--- config.mk ---
export PLATFORM = sky130hd
export DESIGN_NAME = pb_event
export DESIGN_NICKNAME = d
export VERILOG_FILES = /design/src/rtl/pb_event.sv
export SDC_FILE = /design/constraint.sdc
export NUM_CORES = 1
export LEC_CHECK = 0
export ABC_AREA = 1
export CORE_UTILIZATION = 55
export CTS_CLUSTER_DIAMETER = 120
export DETAILED_ROUTE_END_ITERATION = 8
export HOLD_SLACK_MARGIN = 0.12
export PLACE_DENSITY_LB_ADDON = 0.05
export SYNTH_ARGS = -nofsm -noshare
export SYNTH_HDL_FRONTEND = slang
export SYNTH_SLANG_ARGS = --single-unit
--- constraint.sdc ---
create_clock -name clk -period 2.4 [get_ports clk]
set_clock_uncertainty 0.15 [all_clocks]
set_input_delay 0.24 -clock clk [delete_from_list [all_inputs] [get_ports clk]]
set_output_delay 0.24 -clock clk [all_outputs]
set_load 0.1 [all_outputs]
--- src/rtl/pb_event.sv ---
// Push-button gesture decoder: turns a debounced button level into single-cycle
// press/release/click/double-click/long/repeat pulses timed in prescaled ticks.
module pb_event #(
    parameter int unsigned TICK_DIV     = 48000,
    parameter int unsigned LONG_TICKS   = 750,
    parameter int unsigned DCLICK_TICKS = 250,
    parameter int unsigned REPEAT_TICKS = 100,
    parameter bit          ACTIVE_LOW   = 1'b1
) (
    input  logic clk,
    input  logic rst_n,
    input  logic clean_pb,
    output logic held,
    output logic press_p,
    output logic release_p,
    output logic click_p,
    output logic dclick_p,
    output logic long_p,
    output logic repeat_p
);

    typedef enum logic [2:0] {
        ST_IDLE,
        ST_PRESSED,
        ST_LONG,
        ST_WAIT2,
        ST_SECOND
    } state_t;

    localparam logic [15:0] PRESC_LAST  = 16'(TICK_DIV - 1);
    localparam logic [9:0]  LONG_LAST   = 10'(LONG_TICKS - 1);
    localparam logic [9:0]  DCLICK_LAST = 10'(DCLICK_TICKS - 1);
    localparam logic [9:0]  REPEAT_LAST = 10'(REPEAT_TICKS - 1);

    state_t      state_q, state_d;
    logic        smp_q, smp_d;
    logic        btn_q, btn_d;
    logic [15:0] presc_q, presc_d;
    logic [9:0]  tcnt_q, tcnt_d;
    logic        held_q, held_d;
    logic        press_q, press_d;
    logic        release_q, release_d;
    logic        click_q, click_d;
    logic        dclick_q, dclick_d;
    logic        long_q, long_d;
    logic        repeat_q, repeat_d;

    logic btn, rise, fall, tick, moved;

    // smp_q is the sampling stage; edges are detected between it and btn_q so
    // every pulse lands two clocks after the input changes.
    always_comb begin
        smp_d     = clean_pb ^ ACTIVE_LOW;
        btn       = smp_q;
        btn_d     = btn;
        rise      = btn & ~btn_q;
        fall      = ~btn & btn_q;
        tick      = (presc_q == '0);

        state_d   = state_q;
        click_d   = 1'b0;
        dclick_d  = 1'b0;
        long_d    = 1'b0;
        repeat_d  = 1'b0;

        case (state_q)
            ST_IDLE: begin
                if (rise) state_d = ST_PRESSED;
            end
            ST_PRESSED: begin
                if (fall) begin
                    state_d = ST_WAIT2;
                end else if (tick && tcnt_q == LONG_LAST) begin
                    long_d  = 1'b1;
                    state_d = ST_LONG;
                end
            end
            ST_LONG: begin
                if (fall) begin
                    state_d = ST_IDLE;
                end else if (tick && tcnt_q == REPEAT_LAST) begin
                    repeat_d = 1'b1;
                end
            end
            ST_WAIT2: begin
                if (rise) begin
                    dclick_d = 1'b1;
                    state_d  = ST_SECOND;
                end else if (tick && tcnt_q == DCLICK_LAST) begin
                    click_d = 1'b1;
                    state_d = ST_IDLE;
                end
            end
            ST_SECOND: begin
                if (fall) state_d = ST_IDLE;
            end
            default: state_d = ST_IDLE;
        endcase

        moved   = (state_d != state_q);
        presc_d = (moved || tick) ? PRESC_LAST : presc_q - 16'd1;

        // Idle and second-press states can last forever, so the count saturates.
        if (moved || repeat_d) begin
            tcnt_d = '0;
        end else if (tick && tcnt_q != '1) begin
            tcnt_d = tcnt_q + 10'd1;
        end else begin
            tcnt_d = tcnt_q;
        end

        held_d    = btn;
        press_d   = rise;
        release_d = fall;
    end

    always_ff @(posedge clk or negedge rst_n) begin
        if (!rst_n) begin
            state_q   <= ST_IDLE;
            smp_q     <= 1'b0;
            btn_q     <= 1'b0;
            presc_q   <= PRESC_LAST;
            tcnt_q    <= '0;
            held_q    <= 1'b0;
            press_q   <= 1'b0;
            release_q <= 1'b0;
            click_q   <= 1'b0;
            dclick_q  <= 1'b0;
            long_q    <= 1'b0;
            repeat_q  <= 1'b0;
        end else begin
            state_q   <= state_d;
            smp_q     <= smp_d;
            btn_q     <= btn_d;
            presc_q   <= presc_d;
            tcnt_q    <= tcnt_d;
            held_q    <= held_d;
            press_q   <= press_d;
            release_q <= release_d;
            click_q   <= click_d;
            dclick_q  <= dclick_d;
            long_q    <= long_d;
            repeat_q  <= repeat_d;
        end
    end

    assign held      = held_q;
    assign press_p   = press_q;
    assign release_p = release_q;
    assign click_p   = click_q;
    assign dclick_p  = dclick_q;
    assign long_p    = long_q;
    assign repeat_p  = repeat_q;

endmodule

### Word-level counts from Yosys, hierarchy flattened

Index checks and enable logic that the tools add are counted.
Widths: inputs -> output; s select.

| word-level totals | value |
|---|---|
| register bits | 37 |
| input bits | 3 |
| output and inout port bits | 7 |
| logic and storage cells | 58 |

| operators by class | value |
|---|---|
| add/subtract/negate cells | 2 |
| equality and inequality tests | 9 |
| mux-type cells | 21 |
| bitwise gates (word level) | 5 |
| reductions and logical operators | 10 |

Operators with widths:

| kind | count |
|---|---|
| $mux 10 | 2 |
| $mux 3 | 6 |
| $logic_not 16->1 | 1 |
| $mux 16 | 1 |
| $sub 16x1->16 const B | 1 |
| $pmux 3 s4 | 1 |
| $mux 1 | 11 |
| $add 10x1->10 const B | 1 |
| $eq 10x10->1 const B | 1 |
| $eq 10x7->1 const B | 1 |
| $eq 10x8->1 const B | 1 |
| $ne 10x10->1 const B | 1 |
| $eq 3x2->1 const B | 2 |
| $logic_and 1x1->1 | 4 |
| $eq 3x1->1 const B | 1 |
| $eq 3x3->1 const B | 1 |
| $logic_not 3->1 | 1 |
| $ne 3x3->1 | 1 |
| $not 1->1 | 3 |
| $and 1x1->1 | 2 |
| $logic_or 1x1->1 | 2 |
| $reduce_bool 2->1 | 1 |
| $reduce_or 2->1 | 1 |

### Longest topological paths before layout

Gate-level depths: netlist of the first run.

| depth | value |
|---|---|
| word-level depth | 8 |
| mapped depth | 13 |
| gate-level depth less buffers | 12 |

### Worst setup path after synthesis of the first run

No wires, ideal clock.

| path | value |
|---|---|
| path kind | register to register |
| start | register held (netlist name) |
| end | register tcnt_q[5] |
| setup time | 0.121 ns |
| arrival time | 1.829 ns |
| data required time | 2.129 ns |
| setup slack | 0.300 ns |
| cell stages (with the launch flop) | 7 |
| path buffers | 0 |
| clock period less this slack | 2.100 ns |
| cells stage by stage | dfrtp_1 nand2_1 nand3_1 nand2_2 o21bai_4 nand4_4 nor2_1 |

RTL lines:

| what | line | text |
|---|---|---|
| end signal: assignment | 136 | `tcnt_q <= tcnt_d;` |
| end: declaration | 39 | `logic [9:0] tcnt_q, tcnt_d;` |

### Final worst setup path of the first run

| path | value |
|---|---|
| start | register presc_q[0] |
| end | register tcnt_q[9] |

| between the ends | value |
|---|---|
| word-level cells in the longest chain between the ends | 8 |
| elaborated cells between the ends (all ways) | 17 |
| those cells by class | eq/ne (1); mux (9); reduce/logical (7) |

Ends and longest elaborated chain:

| what | line | text |
|---|---|---|
| start: declaration | 38 | `logic [15:0] presc_q, presc_d;` |
| start signal: assignment | 135 | `presc_q <= presc_d;` |
| $logic_not 16->1 (*) | 58 | `tick = (presc_q == '0);` |
| $logic_and 1x1->1 (on tied branches) | 89, 73 |  |
| $mux 3 (on tied branches) | 89, 73 |  |
| $mux 3 (on tied branches) | 86, 71 |  |
| $pmux 3 s4 | 66 | `case (state_q)` |
| $ne 3x3->1 | 100 | `moved = (state_d != state_q);` |
| $logic_or 1x1->1 | 104 | `if (moved \|\| repeat_d) begin` |
| $mux 10 or $reduce_bool 2->1 (tied branches) | n/a |  |

Mark *: on every way between the ends. The rest lies on a longest branch, timed or not.
A chain may end at the register's enable or synchronous reset.

==> run_results.csv, run 1 <==
group,metric,value,unit
outcome,status,"complete, no violations",
finish,final_common_cell,"nand2_1",
yosys,yosys-top-cells-area,"dfrtp_1 29%, dfstp_2 17%, nand2_1 7.8%",
critical_path,cp_common_cell,"inv_1",
die,die_w,63.3,microns
grt,grt_pass1_vias,1461,
finish,top_register,"presc_q",
critical_path,crit_arrival,2.11,ns
critical_path,path_buf_inv,2,
place,port_buffers,9,
critical_path,crit_path_top_delay_cell,"dfstp_2",
power_and_ir_drop,max-vdd-ir-drop,0.428,mV
route,drt_first_pass_iters,4,
finish,multi_input_area,966,sq um
grt,antenna_found_initial,0,
yosys,netlist_area,0.00207,sq mm
clock_tree,ctsHoldBuffers,1,
clock_tree,clock_latency,0.29,ns
finish,reg_top3,"presc_q: 16 flops, tcnt_q: 10 flops, state_q: 3 flops",
yosys,ys.warnings.count,0,
grt,grt_overflow,0,
route,dr_total_vias,1557,
route,antenna_left,0,
sta,period_share,0.854,
sta,setup_violations,0,
route,vias_per_cell,5.02,
critical_path,crit_chain,"inv_1, ha_1, nand2_4, nor2_2, nand2_1, inv_1, nand4_1, nand4_4, nor2_1",
power_and_ir_drop,powerDensity,700,mW/mm^2
clock_tree,htree_levels,2,
sta,hold_viol,0,
clock_tree,cts_tree,"built",
die,dieArea,0.00400,sq mm
critical_path,critical_path.top_delay_family,"simple AND/OR/NAND/NOR gates",
critical_path,max_stage_delay,0.53,ns
die,rows,21,
finish,largest_register_ffs,16,
sta,rsz0062_at_grt,"false",
yosys,syn_inst,247,
sta,max_freq,488,MHz
grt,grt_max_degree,38,
hold_path,hp-class,"register to register",
finish,layout.nets,269,
place,place_congestion,0.812,
finish,drive_gt1_frac,0.231,
yosys,yosysUniqueCellTypes,29,
critical_path,cp-start-kind,"register",
finish,diodes,0,
die,boundaryPins,10,
critical_path,crit_type,"register to register",
die,core,0.00347,sq mm
critical_path,critPathRequiredTime,2.46,ns
clock_tree,cts_resized,0,
route,routed_wl,3860,microns
grt,track_usage,0.227,
finish,area_growth,10.7,%
sta,setup_ws,0.350,ns
job,drv_cap,0,
sta,tightestPinTransition,0.790,ns
sta,period_minus_slack,2.05,ns
route,drt-wirelength-per-cell,12.4,microns
yosys,avgSynthCellArea,8.36,sq um
clock_tree,cts.sinks,37,
grt,grt_pass1_wl,6800,microns
sta,slew_viol_final,0,
route,drt_iter0_drc,94,
place,pre_cts_slack,0.363,ns
die,start_util,0.596,
yosys,yosysTopAreaCellShare,0.291,
finish,seq_area,942,sq um
critical_path,cp_max_fo,10,
yosys,synth_nets,253,
clock_tree,post-cts-setup-buffers,0,
clock_tree,clkSlewWorstSetupHoldPaths,0.07,ns
sta,timing.slew.headroom,0.473,
clock_tree,cts_buffer_depth,2,
sta,setup_tns,0,ns
finish,mostFrequentLayoutCells,"43 x nand2_1, 37 x nor2_1, 34 x inv_1",
clock_tree,cts_buffers,5,
route,drc,0,
yosys,synth_area_leader_cell,"dfrtp_1",
die,die_h,63.3,microns
clock_tree,root_buffer,"clkbuf_8",
place,dp_hpwl,2820,microns
critical_path,end_kind,"register",
power_and_ir_drop,cellLeakagePower,1.05,nW
yosys,ys_seq_area_frac,0.456,
yosys,ys_seq_elements,37,
finish,fillers,313,
cell type report:
cell class	count	share of cell area
Inverter	37	0.0607
Tap cell	46	0.0252
Multi-Input combinational cell	170	0.422
Clock buffer	8	0.0394
Timing Repair Buffer	12	0.0405
Sequential cell	37	0.412
per-stage QoR:
stage	cell area [sq um]	power [W]	hold WS, ns	utilization	instances
finish	2290	0.00160	0.229	0.659	310
detailed placement	2190	0.00117	0.215	0.631	301
CTS	2290	0.00162	0.232	0.659	310
floorplan	2070	0.00109	-0.206	-	247
global route	2290	0.00169	0.245	0.659	310
global placement	2190	0.00116	0.207	0.631	301
logic make-up (layout without fill, tap and decap cells):
group,count (synthesis),count (layout),share of synthesized area
AOI/OAI and AO/OA,6,6,0.0248
buffers and inverters,40,57,0.0763
and+or+nand+nor,144,144,0.352
adders and majority gates,3,3,0.0182
DFF,37,37,0.456
xor gates and xnor gates,16,16,0.0678
muxes,1,1,0.00485
synthesized netlist by cell type:
cell and n:
clkbuf_1 2, or2_2 1, a21oi_2 2, xor2_1 7, nand3b_1 1, dfstp_2 13
nand4_1 21, nor3_2 2, nor4_1 2, nand2_4 1, o21ai_1 1, nand3_1 9
nor2_4 3, nor2_2 11, xnor2_1 9, inv_1 34, nor2_1 37, inv_2 3
mux2i_1 1, nand4_4 1, nor3_1 5, a21oi_1 1, o21bai_4 1, ha_1 3
buf_6 1, nand2_1 43, o21ai_0 1, dfrtp_1 24, nand2_2 7
worst register-to-register path: stages, from the launching register on:
cell	delay (ns)
dfstp_2	0.53
inv_1	0.05
ha_1	0.24
nand2_4	0.12
nor2_2	0.05
nand2_1	0.22
inv_1	0.07
nand4_1	0.13
nand4_4	0.21
nor2_1	0.18
power breakdown:
part,internal [W],switching (W),total [W],leakage [nW]
Sequential,0.000695,0.0000463,0.000742,0.462
Clock,0.000234,0.000208,0.000441,0.0455
Combinational,0.000133,0.000284,0.000418,0.546
per-layer routing:
layer / track usage / part of all wire
met1: 0.309 / 0.51
met2: 0.333 / 0.44
met3: 0.0634 / 0.034
met4: 0.108 / 0.020
met5: 0 / 0
path summary, 6_finish.rpt:
check                           depth (start not counted)                  from  slack [ns]                    end
worst min register to register                          0         btn$_DFF_PN0_        0.23         held$_DFF_PN0_
worst max register to register                          9  presc_q[0]$_DFF_PN1_        0.35  tcnt_q[9]$_DFFE_PN0P_
worst max-delay path                                    9  presc_q[0]$_DFF_PN1_        0.35  tcnt_q[9]$_DFFE_PN0P_
worst min-delay path                                    0         btn$_DFF_PN0_        0.23         held$_DFF_PN0_
max in group asynchronous                               2                 rst_n        1.18  tcnt_q[4]$_DFFE_PN0P_
min in group asynchronous                               2                 rst_n        0.41         held$_DFF_PN0_
Power figures use the tool's default switching activity.
==> run 2, diff against run 1 <==
--- a/config.mk
+++ b/config.mk
@@ -6,6 +6,7 @@
 export NUM_CORES = 1
 export LEC_CHECK = 0
 export ABC_AREA = 1
+export CAP_MARGIN = 10
 export CORE_UTILIZATION = 55
 export CTS_CLUSTER_DIAMETER = 120
 export DETAILED_ROUTE_END_ITERATION = 8
==> results of run 2 <==
Same layout as run 1: the final DEF is identical, and so are final timing and power.
==> run 3, diff against run 2 <==
--- a/config.mk
+++ b/config.mk
@@ -6,12 +6,14 @@
 export NUM_CORES = 1
 export LEC_CHECK = 0
 export ABC_AREA = 1
+export ABC_CLOCK_PERIOD_IN_PS = 2400
 export CAP_MARGIN = 10
 export CORE_UTILIZATION = 55
 export CTS_CLUSTER_DIAMETER = 120
 export DETAILED_ROUTE_END_ITERATION = 8
 export HOLD_SLACK_MARGIN = 0.12
 export PLACE_DENSITY_LB_ADDON = 0.05
+export SLEW_MARGIN = 20
 export SYNTH_ARGS = -nofsm -noshare
 export SYNTH_HDL_FRONTEND = slang
 export SYNTH_SLANG_ARGS = --single-unit
==> results of run 3 <==
Same layout as run 1: the final DEF is identical, and so are final timing and power.
